[src/rtl/conv_pkg.sv]
// Shared widths, symbols and byte-lane helper for the 32b->8b serializer.
package conv_pkg;
  localparam int BYTE_W         = 8;
  localparam int WORD_W         = 32;
  localparam int BYTES_PER_WORD = 4;
  localparam logic [BYTE_W-1:0] COM_SYMBOL = 8'hBC;

  typedef logic [1:0] byte_idx_t;

  // Returns the byte transmitted in slot idx of word, honouring the chosen byte order.
  function automatic logic [BYTE_W-1:0] pick_byte(input logic [WORD_W-1:0] word,
                                                  input byte_idx_t idx,
                                                  input logic msb_first);
    byte_idx_t pos;
    pos = msb_first ? byte_idx_t'(2'd3 - idx) : idx;
    return word[pos*BYTE_W +: BYTE_W];
  endfunction
endpackage

[src/rtl/conv_word_buf.sv]
// One-entry holding register that lets the producer hand over the next word early.
module conv_word_buf
  import conv_pkg::*;
(
  input  logic              clk,
  input  logic              srst,
  input  logic              wr_en,
  input  logic              rd_en,
  input  logic [WORD_W-1:0] din,
  output logic [WORD_W-1:0] dout,
  output logic              full
);
  logic [WORD_W-1:0] data_reg;
  logic              full_reg;

  // The writer only writes while empty, so a write and a read never coincide.
  always_ff @(posedge clk) begin
    if (srst) begin
      data_reg <= '0;
      full_reg <= 1'b0;
    end else if (wr_en) begin
      data_reg <= din;
      full_reg <= 1'b1;
    end else if (rd_en) begin
      full_reg <= 1'b0;
    end
  end

  assign dout = data_reg;
  assign full = full_reg;
endmodule

[src/rtl/conv_32b_8b.sv]
// Serializes 32-bit words into a gap-free byte stream, one byte per clk_4f cycle.
// Optional macro IDLE_BC_EN: drive IDLE_SYMBOL instead of 8'h00 while valid_out is low.
module conv_32b_8b
  import conv_pkg::*;
#(
  parameter int                MSB_FIRST   = 1,
  parameter logic [BYTE_W-1:0] IDLE_SYMBOL = COM_SYMBOL
) (
  input  logic              clk_4f,
  input  logic              reset,
  input  logic [WORD_W-1:0] data_in,
  input  logic              valid_in,
  output logic              ready_out,
  output logic [BYTE_W-1:0] data_out,
  output logic              valid_out,
  output logic              sop_out
);
`ifdef IDLE_BC_EN
  localparam bit IDLE_BC = 1'b1;
`else
  localparam bit IDLE_BC = 1'b0;
`endif
  localparam logic [BYTE_W-1:0] IDLE_VAL = IDLE_BC ? IDLE_SYMBOL : 8'h00;
  localparam logic ORDER_MSB = (MSB_FIRST != 0);

  byte_idx_t         idx_reg, idx_next;
  logic [WORD_W-1:0] sh_reg, sh_next;
  logic [BYTE_W-1:0] data_out_reg, data_out_next;
  logic              valid_out_reg, valid_out_next;
  logic              sop_out_reg, sop_out_next;

  logic              buf_wr, buf_rd, buf_full;
  logic [WORD_W-1:0] buf_dout;
  logic [BYTE_W-1:0] lane [BYTES_PER_WORD];

  conv_word_buf u_buf (
    .clk   (clk_4f),
    .srst  (reset),
    .wr_en (buf_wr),
    .rd_en (buf_rd),
    .din   (data_in),
    .dout  (buf_dout),
    .full  (buf_full)
  );

  // Bytes of the current word, indexed in transmission order.
  for (genvar gi = 0; gi < BYTES_PER_WORD; gi++) begin : g_lane
    assign lane[gi] = pick_byte(sh_reg, byte_idx_t'(gi), ORDER_MSB);
  end

  assign ready_out = !reset && !buf_full;

  always_comb begin
    idx_next       = idx_reg;
    sh_next        = sh_reg;
    data_out_next  = IDLE_VAL;
    valid_out_next = 1'b0;
    sop_out_next   = 1'b0;
    buf_wr         = 1'b0;
    buf_rd         = 1'b0;
    if (idx_reg == 2'd0) begin
      // A buffered word always takes priority; otherwise a new word bypasses the buffer.
      if (buf_full) begin
        sh_next        = buf_dout;
        data_out_next  = pick_byte(buf_dout, 2'd0, ORDER_MSB);
        valid_out_next = 1'b1;
        sop_out_next   = 1'b1;
        idx_next       = 2'd1;
        buf_rd         = 1'b1;
      end else if (valid_in) begin
        sh_next        = data_in;
        data_out_next  = pick_byte(data_in, 2'd0, ORDER_MSB);
        valid_out_next = 1'b1;
        sop_out_next   = 1'b1;
        idx_next       = 2'd1;
      end
    end else begin
      data_out_next  = lane[idx_reg];
      valid_out_next = 1'b1;
      idx_next       = idx_reg + 2'd1;
      buf_wr         = valid_in && ready_out;
    end
  end

  always_ff @(posedge clk_4f) begin
    if (reset) begin
      idx_reg       <= 2'd0;
      sh_reg        <= '0;
      data_out_reg  <= IDLE_VAL;
      valid_out_reg <= 1'b0;
      sop_out_reg   <= 1'b0;
    end else begin
      idx_reg       <= idx_next;
      sh_reg        <= sh_next;
      data_out_reg  <= data_out_next;
      valid_out_reg <= valid_out_next;
      sop_out_reg   <= sop_out_next;
    end
  end

  assign data_out  = data_out_reg;
  assign valid_out = valid_out_reg;
  assign sop_out   = sop_out_reg;
endmodule
[config.mk]
export PLATFORM = sky130hd
export DESIGN_NAME = conv_32b_8b
export DESIGN_NICKNAME = d
export VERILOG_FILES = /design/src/rtl/conv_pkg.sv /design/src/rtl/conv_word_buf.sv /design/src/rtl/conv_32b_8b.sv
export SDC_FILE = /design/constraint.sdc
export NUM_CORES = 1
export LEC_CHECK = 0
export BUFFER_PORTS_ARGS = -buffer_cell sky130_fd_sc_hd__buf_2
export CORE_MARGIN = 2
export CORE_UTILIZATION = 47
export DETAILED_ROUTE_END_ITERATION = 10
export HOLD_SLACK_MARGIN = 0.05
export PLACE_DENSITY = 0.67
export SLEW_MARGIN = 20
export SYNTH_ARGS = -nofsm -noshare
export SYNTH_HDL_FRONTEND = slang
export SYNTH_SLANG_ARGS = --single-unit
[constraint.sdc]
create_clock -name clk_4f -period 2.5 [get_ports clk_4f]
set_input_delay 0.375 -clock clk_4f [delete_from_list [all_inputs] [get_ports clk_4f]]
set_output_delay 0.375 -clock clk_4f [all_outputs]
set_load 0.02 [all_outputs]
==> metrics <==
syn nets=395; cell family with most CP delay=flip-flops; Port-buffer cells=45; unrepaired setup endpoints after global routing=false; crit path kind=reg -> reg; final max-slew violation count=0; count of cell types in the netlist=24; post-cts resize count=0; Most used DFF post-synth=dfxtp_1; synth warn=0; worst setup margin=0.595 ns; total track usage=0.185; met1 Use GR=0.264; pin count of the biggest net entering global routing=49; Die Y=87.6 um; DP Area=3540 um^2; gpl congestion=0.880; VDD IR-drop max=0.367 mV; critical path cell sequence=inv_1 -> ha_1 -> nor4b_4 -> buf_4 -> o21ai_0; M3 GR Usage=0.0396; CTS tree=yes; measured slew at the worst slew-check pin=0.560 ns; dpl ws=0.621 ns; worst hold path type=in -> reg; Avg Cell Area, Syn=9.17 um^2; first-pass GRT wire length=11000 um; register area share after synthesis=0.470; register bit count reported by yosys=77; max cap viols=0; Internal=2.43 mW; Die Width=87.6 um; Antenna Diode Count=0; Routed Antenna Nets=0; Synth Instances=358; post-layout min period=1.91 ns; Clock Path Buffers=2; vias in the first global route=2334; P&R area growth vs syn=15.3%; Vias=2478; drt wl/cell=13.6 um; Buf/Inv on CP=2; io pins=46; switching power share of the total=0.286; post-CTS setup buffers=0; final wirelength=6690 um; relative slew slack=0.627; Final setup viols=0; cts hold-fix bufs=0; Post-synth EDFFs=0; Crit-path slowest cell=dfxtp_1; fraction of layout cells with a size suffix above 1=0.191; combinational share of power=0.216; # rows=30; Inserted Clock Buffers=9; crit path capture type=register; Largest stage delay, worst path=0.53 ns; Flop pwr share=0.452; die area=7670 um^2; Synth Cell Area=3280 um^2; hpwl dp=4500 um; Total Nets Final=429; clock slew at reported path FFs=0.08 ns; Switch Pwr=0.972 mW; layer with the highest usage=met1; dpl cells=477; Worst Path Arrival=2.12 ns; power per cell area=898 nW/um^2; Initial Utilization=0.483; register area=1540 um^2; worst-path fanout max=42; status=finished, final reports clean; fmax=0.525 GHz; total negative slack=0 ns; Worst Clk Skew=0.00866 ns; DRC errors left=0; GRT overflow=0; Synth async-reset ratio=0; final std cells w/o fill=493; initial antenna violation count=0; Fill cells=635; Clk network pwr share=0.331; initial drt markers=93; routed vias/inst=5.03; Clock Latency Late Sink=0.35 ns; Worst EP required=2.72 ns; multi-input combinational cell area=1600 um^2; DR pass1 iterations=4; final hold violation count=0; GRT met2 Usage=0.263; CTS Sinks=77; final instance area=3780 um^2; Final Cycle Share=0.762; Leak=1.49 nW; core area=6790 um^2; H-tree lvl count=3; CTS root buffer=clkbuf_8; Worst setup SP type=register
-- synthesized netlist by cell type, drive strengths merged (8+ instances only) --
| cell type | count | share of area |
|---|---|---|
| mux2i | 33 | 0.10 |
| a21o | 8 | 0.018 |
| nand2b | 33 | 0.063 |
| a21oi | 9 | 0.014 |
| clkbuf | 10 | 0.012 |
| o21ai | 32 | 0.049 |
| nand3b | 8 | 0.018 |
| a211oi | 25 | 0.057 |
| mux2 | 8 | 0.027 |
| nand2 | 40 | 0.046 |
| nor2 | 38 | 0.043 |
| buf | 19 | 0.030 |
| dfxtp | 77 | 0.47 |
| a311o | 8 | 0.024 |
-- power by group through the flow --
| stage | Sequential (mW) | Combinational, mW | Clock (mW) |
|---|---|---|---|
| after floorplan | 1.55 | 0.563 | 0 |
| after global placement | 1.56 | 0.718 | 0 |
| after detailed placement | 1.56 | 0.735 | 0 |
| after CTS | 1.54 | 0.738 | 1.15 |
| after global routing | 1.56 | 0.821 | 1.20 |
| final | 1.54 | 0.736 | 1.13 |
-- layout by cell type (no fill, tap or decap), types with 2 or more instances in the layout --
| master | count |
|---|---|
| dfxtp_1 | 76 |
| buf_2 | 45 |
| nand2_1 | 40 |
| nor2_1 | 38 |
| nand2b_1 | 33 |
| mux2i_1 | 33 |
| o21ai_0 | 30 |
| a211oi_1 | 25 |
| clkbuf_8 | 10 |
| a21oi_1 | 9 |
| nand3b_1 | 8 |
| a21o_1 | 8 |
| mux2_2 | 8 |
| a311o_1 | 8 |
| buf_4 | 7 |
| bufinv_16 | 3 |
| inv_1 | 2 |
| o21ai_1 | 2 |
| nor3b_1 | 2 |
| ha_1 | 2 |
| clkbuf_1 | 2 |
-- worst paths after layout --
check                           slack (ns)               startpoint                     endpoint  depth (start not counted)
worst min register to register        0.45    lane[28]$_SDFFE_PP0P_        lane[28]$_SDFFE_PP0P_                          1
worst max register to register        0.59  idx_reg[1]$_SDFFE_PP0P_  u_buf.dout[17]$_SDFFE_PP0P_                          5
worst min-delay path                  0.23              data_in[11]  u_buf.dout[11]$_SDFFE_PP0P_                          3
worst max-delay path                  0.59  idx_reg[1]$_SDFFE_PP0P_  u_buf.dout[17]$_SDFFE_PP0P_                          5
-- per-stage QoR --
stage               hold slack, ns  total power [mW]  utilization
detailed placement           0.439              2.30        0.522
CTS                          0.219              3.42        0.557
global placement             0.432              2.27        0.522
floorplan                    0.426              2.11            -
global route                 0.234              3.58        0.557
finish                       0.230              3.40        0.557
-- tightest hold or removal path, delay by kind of cell --
kind,cells,cell delay (ns)
buffers and inverters,1,0.09
AND/OR/NAND/NOR,1,0.04
AO/OA/AOI/OAI,1,0.05
-- cell type report --
| type | count | area share |
|---|---|---|
| repair buffers | 52 | 0.0734 |
| multi-input cells | 250 | 0.422 |
| clock buffers | 12 | 0.0384 |
| well taps | 96 | 0.0317 |
| inverters | 2 | 0.00198 |
| flip-flops and latches | 77 | 0.408 |
| clock inverters | 4 | 0.0251 |
-- routing by layer --
layer,vias up,wire [um]
li1,1308,-
met2,48,2890
met3,9,307
met4,0,121
met1,1113,3370
met5,-,0
-- cells by family after synthesis --
family	synth area share
simple gates	0.186
compound gates	0.165
flops	0.470
mux	0.128
buf+inv	0.0442
fa+ha+maj	0.00762
(Power assumes the default switching activity.)
